==> src/rtl/fetch_pc_unit.sv <==
// Instruction-fetch front end: owns the architectural PC, fetches one word per
// instruction over a req/ack handshake, holds it for decode and traps on faults.
module fetch_pc_unit #(
    parameter logic [63:0] RESET_PC = 64'h0,
    parameter int          TIMEOUT  = 16
) (
    input  logic        CLK,
    input  logic        Reset,
    input  logic [63:0] NextPC,
    input  logic        IMemAck,
    input  logic [31:0] IMemData,
    input  logic        InstrTaken,
    output logic [63:0] CurrentPC,
    output logic        IMemReq,
    output logic [63:0] IMemAddr,
    output logic [31:0] Instruction,
    output logic        InstrValid,
    output logic        Fault,
    output logic [1:0]  FaultCause,
    output logic [31:0] InstrCount
);

    typedef enum logic [1:0] {
        FETCH = 2'd0,
        HOLD  = 2'd1,
        FAULT = 2'd2
    } state_t;

    localparam logic [7:0] LAST_WAIT = 8'(TIMEOUT - 1);

    state_t      state;
    state_t      state_next;
    logic [7:0]  wait_cnt;
    logic [7:0]  wait_next;
    logic [63:0] pc_next;
    logic [31:0] instr_next;
    logic [31:0] count_next;
    logic [1:0]  cause_next;

    always_comb begin
        state_next = state;
        wait_next  = wait_cnt;
        pc_next    = CurrentPC;
        instr_next = Instruction;
        count_next = InstrCount;
        cause_next = FaultCause;
        case (state)
            FETCH: begin
                // The first cycle after reset sits in FETCH with the request still
                // low; the handshake only counts once IMemReq is actually driven.
                if (IMemReq) begin
                    if (IMemAck) begin
                        instr_next = IMemData;
                        wait_next  = 8'd0;
                        state_next = HOLD;
                    end else if (wait_cnt == LAST_WAIT) begin
                        wait_next  = 8'd0;
                        cause_next = 2'b10;
                        state_next = FAULT;
                    end else begin
                        wait_next = wait_cnt + 8'd1;
                    end
                end
            end
            HOLD: begin
                if (InstrTaken) begin
                    count_next = InstrCount + 32'd1;
                    if (NextPC[1:0] == 2'b00) begin
                        pc_next    = NextPC;
                        state_next = FETCH;
                    end else begin
                        cause_next = 2'b01;
                        state_next = FAULT;
                    end
                end
            end
            FAULT: begin
                state_next = FAULT;
            end
            default: begin
                state_next = FETCH;
            end
        endcase
    end

    always_ff @(posedge CLK) begin
        if (Reset) begin
            state       <= FETCH;
            wait_cnt    <= 8'd0;
            CurrentPC   <= RESET_PC;
            Instruction <= 32'd0;
            InstrCount  <= 32'd0;
            FaultCause  <= 2'b00;
            IMemReq     <= 1'b0;
            InstrValid  <= 1'b0;
            Fault       <= 1'b0;
        end else begin
            state       <= state_next;
            wait_cnt    <= wait_next;
            CurrentPC   <= pc_next;
            Instruction <= instr_next;
            InstrCount  <= count_next;
            FaultCause  <= cause_next;
            IMemReq     <= (state_next == FETCH);
            InstrValid  <= (state_next == HOLD);
            Fault       <= (state_next == FAULT);
        end
    end

    assign IMemAddr = CurrentPC;

endmodule

==> config.mk <==
export PLATFORM = sky130hd
export DESIGN_NAME = fetch_pc_unit
export DESIGN_NICKNAME = d
export VERILOG_FILES = /design/src/rtl/fetch_pc_unit.sv
export SDC_FILE = /design/constraint.sdc
export NUM_CORES = 1
export LEC_CHECK = 0
export ABC_AREA = 1
export BUFFER_PORTS_ARGS = -buffer_cell sky130_fd_sc_hd__buf_2
export CAP_MARGIN = 5
export CORE_MARGIN = 2
export CORE_UTILIZATION = 50
export DETAILED_ROUTE_END_ITERATION = 6
export PLACE_DENSITY = 0.9
export SKIP_LAST_GASP = 1
export SYNTH_ARGS = -nofsm -noshare
export SYNTH_HDL_FRONTEND = slang
export SYNTH_SLANG_ARGS = --single-unit
==> constraint.sdc <==
create_clock -name CLK -period 3 [get_ports CLK]
set_input_delay 0.3 -clock CLK [delete_from_list [all_inputs] [get_ports CLK]]
set_output_delay 0.3 -clock CLK [all_outputs]
set_load 0.005 [all_outputs]
; After elaboration in Yosys (flattened, before gate mapping)
; Index checks and enable logic that the tools add are counted.
; W data, S select, Z words.
[op_classes]
addsub = 2
eq_ne = 10
mux = 14
reduce_logical = 9
[op_table]
columns = operator, count
row1 = $add A32 B1 Y32 const B, 1
row2 = $mux W2, 10
row3 = $mux W8, 2
row4 = $ne A2 B2 Y1 const B, 5
row5 = $add A8 B1 Y8 const B, 1
row6 = $eq A8 B4 Y1 const B, 1
row7 = $logic_not A2 Y1, 3
row8 = $pmux W2 S3, 1
row9 = $reduce_and A3 Y1, 2
row10 = $reduce_and A6 Y1, 1
row11 = $eq A2 B1 Y1 const B, 2
row12 = $eq A2 B2 Y1 const B, 2
row13 = $pmux W2 S2, 1
row14 = $reduce_and A2 Y1, 2
row15 = $reduce_bool A2 Y1, 1
[word_totals]
output_inout_bits = 197
elab_cells = 44
reg_bits = 143
input_bits = 100

; Depth between registers and ports, before layout
[logic_depth]
depth_word = 6
depth_mapped = 10
ltp_nobuf = 9

; Worst setup path after synthesis
; OpenSTA, ideal clock, no wires.
[synth_path]
path_type = register -> register
startpoint = register InstrCount[0]
endpoint = register InstrCount[20]
path_buffers = 0
path_stages_with_launch = 8
period_less_slack_ns = 1.385
setup_slack_ns = 1.615
setup_time_ns = 0.116
required_time_ns = 2.884
t_arrival_ns = 1.270
path_cell_list = dfxtp_1 -> ha_1 -> inv_1 -> nor2_1 -> nand3_1 -> nor2_2 -> and2_1 -> nor2_1
[synth_between]
elab_chain_len = 1
[synth_lines]
columns = item, line_no
row1 = start: declaration, 20  ; output logic [31:0] InstrCount
row2 = start signal: assignment, 102  ; InstrCount <= count_next;
row3 = $add A32 B1 Y32, 67  ; count_next = InstrCount + 32'd1;
; Every way passes these cells.
; A chain may end at the register's enable or synchronous reset.

; Worst setup path in the final report
[layout_path]
startpoint = register state[0]
endpoint = register CurrentPC[48]
[layout_between]
elab_chain_len = 2
[layout_lines]
columns = item, line_no
row1 = start: declaration, 31  ; state_t state;
row2 = start signal: assignment, 98  ; state <= state_next;
row3 = $eq A2 B1 Y1, 47  ; case (state)
row4 = $reduce_and A3 Y1 (no source line), -
row5 = end signal: assignment, 100  ; CurrentPC <= pc_next;
row6 = end: declaration, 13  ; output logic [63:0] CurrentPC,
; Every way passes these cells.

==> summary.txt <==
MIN PATH
-------------------------------------------------------------------------------------------------
Hold wc startpoint                                                                     NextPC[57]
Min-Delay Path Class                                                                 input pin to flip-flop

DRT
-------------------------------------------------------------------------------------------------
Number of vias after detailed routing                                                        6242
Residual DRC count                                                                              0
Post-route ant nets                                                                             0
Initial DRC Count                                                                             541
Post-detailed-route via-to-cell ratio                                                        4.95
Post-Route WL                                                                             17.2 mm
Average wire per cell in the routed design                                                13.6 um
First-pass iteration count of the detailed router                                               5

YOSYS
-------------------------------------------------------------------------------------------------
EDFF count, synth                                                                               0
Most used standard cell by instance count after synthesis                            sky130_fd_sc_hd__nor2_1
Post-Synthesis Mean Instance Area                                                        7.23 um2
Ys async rst share                                                                             0%
Syn Nets                                                                                      963
Synthesized-area fraction occupied by ao, oa, aoi and oai cells                             10.7%
Combinational family with the most area after synthesis                              simple AND/OR/NAND/NOR gates
Number of distinct library cell variants in the gate-level netlist after synthesis             30
Dominant register cell in the synthesized netlist                                    sky130_fd_sc_hd__dfxtp_1
Top cells by count, synth                                                            sky130_fd_sc_hd__nor2_1, sky130_fd_sc_hd__dfxtp_1, sky130_fd_sc_hd__nand2_1, sky130_fd_sc_hd__buf_4, sky130_fd_sc_hd__o21ai_0
Register bit count reported by yosys                                                          143
Number of cells produced by synthesis                                                         861
Number of synthesis warnings                                                                    0
Post-synth top area cell                                                             sky130_fd_sc_hd__dfxtp_1
Syn Std Cell Area                                                                     0.00622 mm2
Adder-Cell Fraction of Synth Area                                                          0.402%
Xor/xnor cell area share of the yosys netlist                                              0.704%
Multiplexer share of the synthesized area                                                      0%
Area fraction in and, or, nand and nor cells after synthesis                                28.3%
Portion of the post-synthesis area used by sequential elements                              46.0%
Portion of synthesized cell area occupied by the leading cell type                          46.0%
Top cells by area in the synthesized netlist                                         sky130_fd_sc_hd__dfxtp_1, sky130_fd_sc_hd__nor2_1, sky130_fd_sc_hd__buf_4

POWER AND IR DROP
-------------------------------------------------------------------------------------------------
Proportion of power drawn by combinational gates                                             7.2%
Internal power                                                                            3.22 mW
Largest vdd supply drop                                                                    404 uV
Proportion of total power due to net switching                                              22.9%
Part of the total power dissipated in sequential elements                                   47.8%
Power density over the cells                                                           537 mW/mm2
Power spent charging and discharging nets                                                0.958 mW
Power after layout                                                                        4.18 mW
Clk pwr share                                                                               45.0%
Leakage power summed over all cells                                                       4.09 nW

FLOORPLANNING
-------------------------------------------------------------------------------------------------
DIE AREA                                                                               0.0134 mm2
Placement row count                                                                            40
Y dimension of the die                                                                     116 um
Overall die width                                                                          116 um
Starting Density                                                                            51.6%
Core footprint                                                                         0.0121 mm2
Count of pins on the block boundary                                                           297

SETUP PATH
-------------------------------------------------------------------------------------------------
Highest fanout seen on the critical path                                                       62
RR Startpoint                                                                            state[0]
Critical path's top delay family                                                     buffers and inverters
Classification of the worst setup path                                               flip-flop to flip-flop
Critical-path cell list                                                              nand2_2, nor2_8, inv_4, nor2_4, buf_4, inv_4, nor2_1, nor2_1
Number of buffers and inverters on the critical path                                            3
Crit path required time                                                                   3.31 ns
Signal arrival time at the worst endpoint                                                 2.24 ns
Critical path endpoint category                                                         flip-flop
Slowest-stage cell, CP                                                               sky130_fd_sc_hd__dfxtp_1
Max incr delay on CP                                                                      0.36 ns
Startpoint Class                                                                        flip-flop
Launch point of the worst path                                                           state[0]

CTS
-------------------------------------------------------------------------------------------------
Root buffer cell                                                                     sky130_fd_sc_hd__clkbuf_16
# Post-CTS Setup Buffers                                                                        0
Clock sink total                                                                              143
Clock insertion delay at the later pin of the skew report                                 0.42 ns
Number of CTS-inserted buffers                                                                 17
Post-CTS Hold Buffers                                                                           0
H-Tree Level Count                                                                              4
Number of instances resized during post-cts repair                                              0
Reg clk slew, reported paths                                                              0.06 ns
Clock tree from TritonCTS                                                                   built
Number of buffers on the longest clock path                                                     2

GLOBAL ROUTING
-------------------------------------------------------------------------------------------------
Overall Global Routing Usage                                                                25.3%
Initial antenna violation count                                                                 0
Most used routing layer                                                                      met2
Global routing usage on met1                                                                30.9%
Pin count of the biggest net entering global routing                                           75
Vias in the first global route                                                               5595
Remaining Overflow, GRT                                                                         0
Global Route met3 Usage                                                                     7.90%
Global-route wire length before repair                                                    26.6 mm
Met2 Resource Use GR                                                                        42.7%

LAYOUT
-------------------------------------------------------------------------------------------------
Number of diodes added for antenna fixing                                                       0
Area added between synthesis and finish                                                     25.1%
Layout cell share with drive strength beyond 1                                              31.1%
Fill cells                                                                                   1005
Number of cells in the finished layout apart from fillers                                    1262
Post-layout util                                                                            64.6%
Layout Nets                                                                                  1185

TIMING
-------------------------------------------------------------------------------------------------
Maximum clock rate                                                                        516 MHz
Setup repair after global routing missed its margin                                         false
Largest clock skew in the final design                                                 0.00814 ns
Final count of pins violating max slew                                                          0
Total setup violations reported at the end of the flow                                          0
Worst setup slack after layout                                                            1.06 ns
Shortest period the worst path allows                                                     1.94 ns
Share of the clock period used by the worst path after layout                               64.6%
Setup TNS                                                                                    0 ns
Final-report hold violation count                                                               0
Headroom to the max-slew limit                                                              58.9%
Transition time at the pin with the least slew margin                                    0.616 ns

PLACED DESIGN
-------------------------------------------------------------------------------------------------
HPWL after DPL                                                                            12.1 mm
Instance count after placement with tap cells included                                       1232
Count of input and output buffers                                                             296
Pre-CTS setup slack                                                                       1.02 ns
Routability congestion estimate from global placement                                       0.919

FLOW RUN
-------------------------------------------------------------------------------------------------
Max-cap violation count                                                                         0

STATUS
-------------------------------------------------------------------------------------------------
Result of the run                                                                    complete, no violations

[sequential cells by signal, indices dropped and copies added (netlist names)]
name         cells
CurrentPC       64
Fault            1
FaultCause       2
IMemReq          1
InstrCount      32
InstrValid       1
Instruction     32
state            2
wait_cnt         8
[cells in the final DEF (no fill, tap or decap)]
master and instances:
sky130_fd_sc_hd__nand4_1 5, sky130_fd_sc_hd__clkbuf_1 3, sky130_fd_sc_hd__clkbuf_16 17, sky130_fd_sc_hd__nor3b_1 2
sky130_fd_sc_hd__nor2_4 1, sky130_fd_sc_hd__buf_4 5, sky130_fd_sc_hd__inv_4 2, sky130_fd_sc_hd__xnor2_1 3
sky130_fd_sc_hd__o21a_1 1, sky130_fd_sc_hd__clkinv_2 4, sky130_fd_sc_hd__buf_2 296, sky130_fd_sc_hd__nand3_1 39
sky130_fd_sc_hd__nand2_1 96, sky130_fd_sc_hd__o21ai_1 35, sky130_fd_sc_hd__and2_1 2, sky130_fd_sc_hd__clkbuf_8 4
sky130_fd_sc_hd__nor2_2 4, sky130_fd_sc_hd__xor2_1 2, sky130_fd_sc_hd__nor3_1 7, sky130_fd_sc_hd__or2_2 1
sky130_fd_sc_hd__ha_1 2, sky130_fd_sc_hd__clkinvlp_4 2, sky130_fd_sc_hd__a31oi_1 2, sky130_fd_sc_hd__nand2_2 1
sky130_fd_sc_hd__nor2_1 278, sky130_fd_sc_hd__o21ai_0 71, sky130_fd_sc_hd__dfxtp_1 143, sky130_fd_sc_hd__o211ai_1 1
sky130_fd_sc_hd__a21oi_1 22, sky130_fd_sc_hd__nor2_8 1, sky130_fd_sc_hd__inv_2 2, sky130_fd_sc_hd__inv_1 40
[power by group through the flow]
stage	Sequential, mW	Clock (mW)	Combinational (mW)
floorplan	2.04	0	0.155
global placement	2.03	0	0.296
detailed placement	2.03	0	0.302
CTS	2.00	1.91	0.303
global route	2.00	2.00	0.340
finish	2.00	1.88	0.303
[through the flow]
stage	hold slack (ns)	cell area, um2
floorplan	0.369	6220
global placement	0.449	7260
detailed placement	0.457	7260
CTS	0.0867	7790
global route	0.0848	7790
finish	0.102	7790
[cell type report]
type	count	area (um2)	share of cell area (%)
Inverter	44	170	2.19
Tap cell	168	210	2.70
Clock buffer	24	492	6.31
Sequential cell	143	2860	36.8
Multi-Input combinational cell	576	2500	32.1
Timing Repair Buffer	301	1520	19.5
Clock inverter	6	35.0	0.450
[logic make-up after synthesis]
group,count (synthesis)
AOI/OAI and AO/OA,132
xor gates and xnor gates,5
adders and majority gates,2
buffers and inverters,142
DFF,143
and+or+nand+nor,437
[worst reg2reg max path: cells and delay by family (launching register included)]
| kind | cells | cell delay (ns) |
|---|---|---|
| buffers and inverters | 3 | 0.75 |
| AND/OR/NAND/NOR | 5 | 0.71 |
| flip-flops | 1 | 0.36 |
[routing by layer]
metal	wire length, um	up-vias
met2	8370	308
met1	7170	2794
li1	-	3118
met4	205	0
met5	0	-
met3	1440	22
[path summary, 6_finish.rpt]
check	endpoint	slack, ns	depth (start not counted)
setup / recovery	CurrentPC[48]	1.06	8
hold / removal	CurrentPC[57]	0.10	3
setup reg to reg	CurrentPC[48]	1.06	8
hold reg to reg	FaultCause[1]	0.47	2
Power figures use the tool's default switching activity.
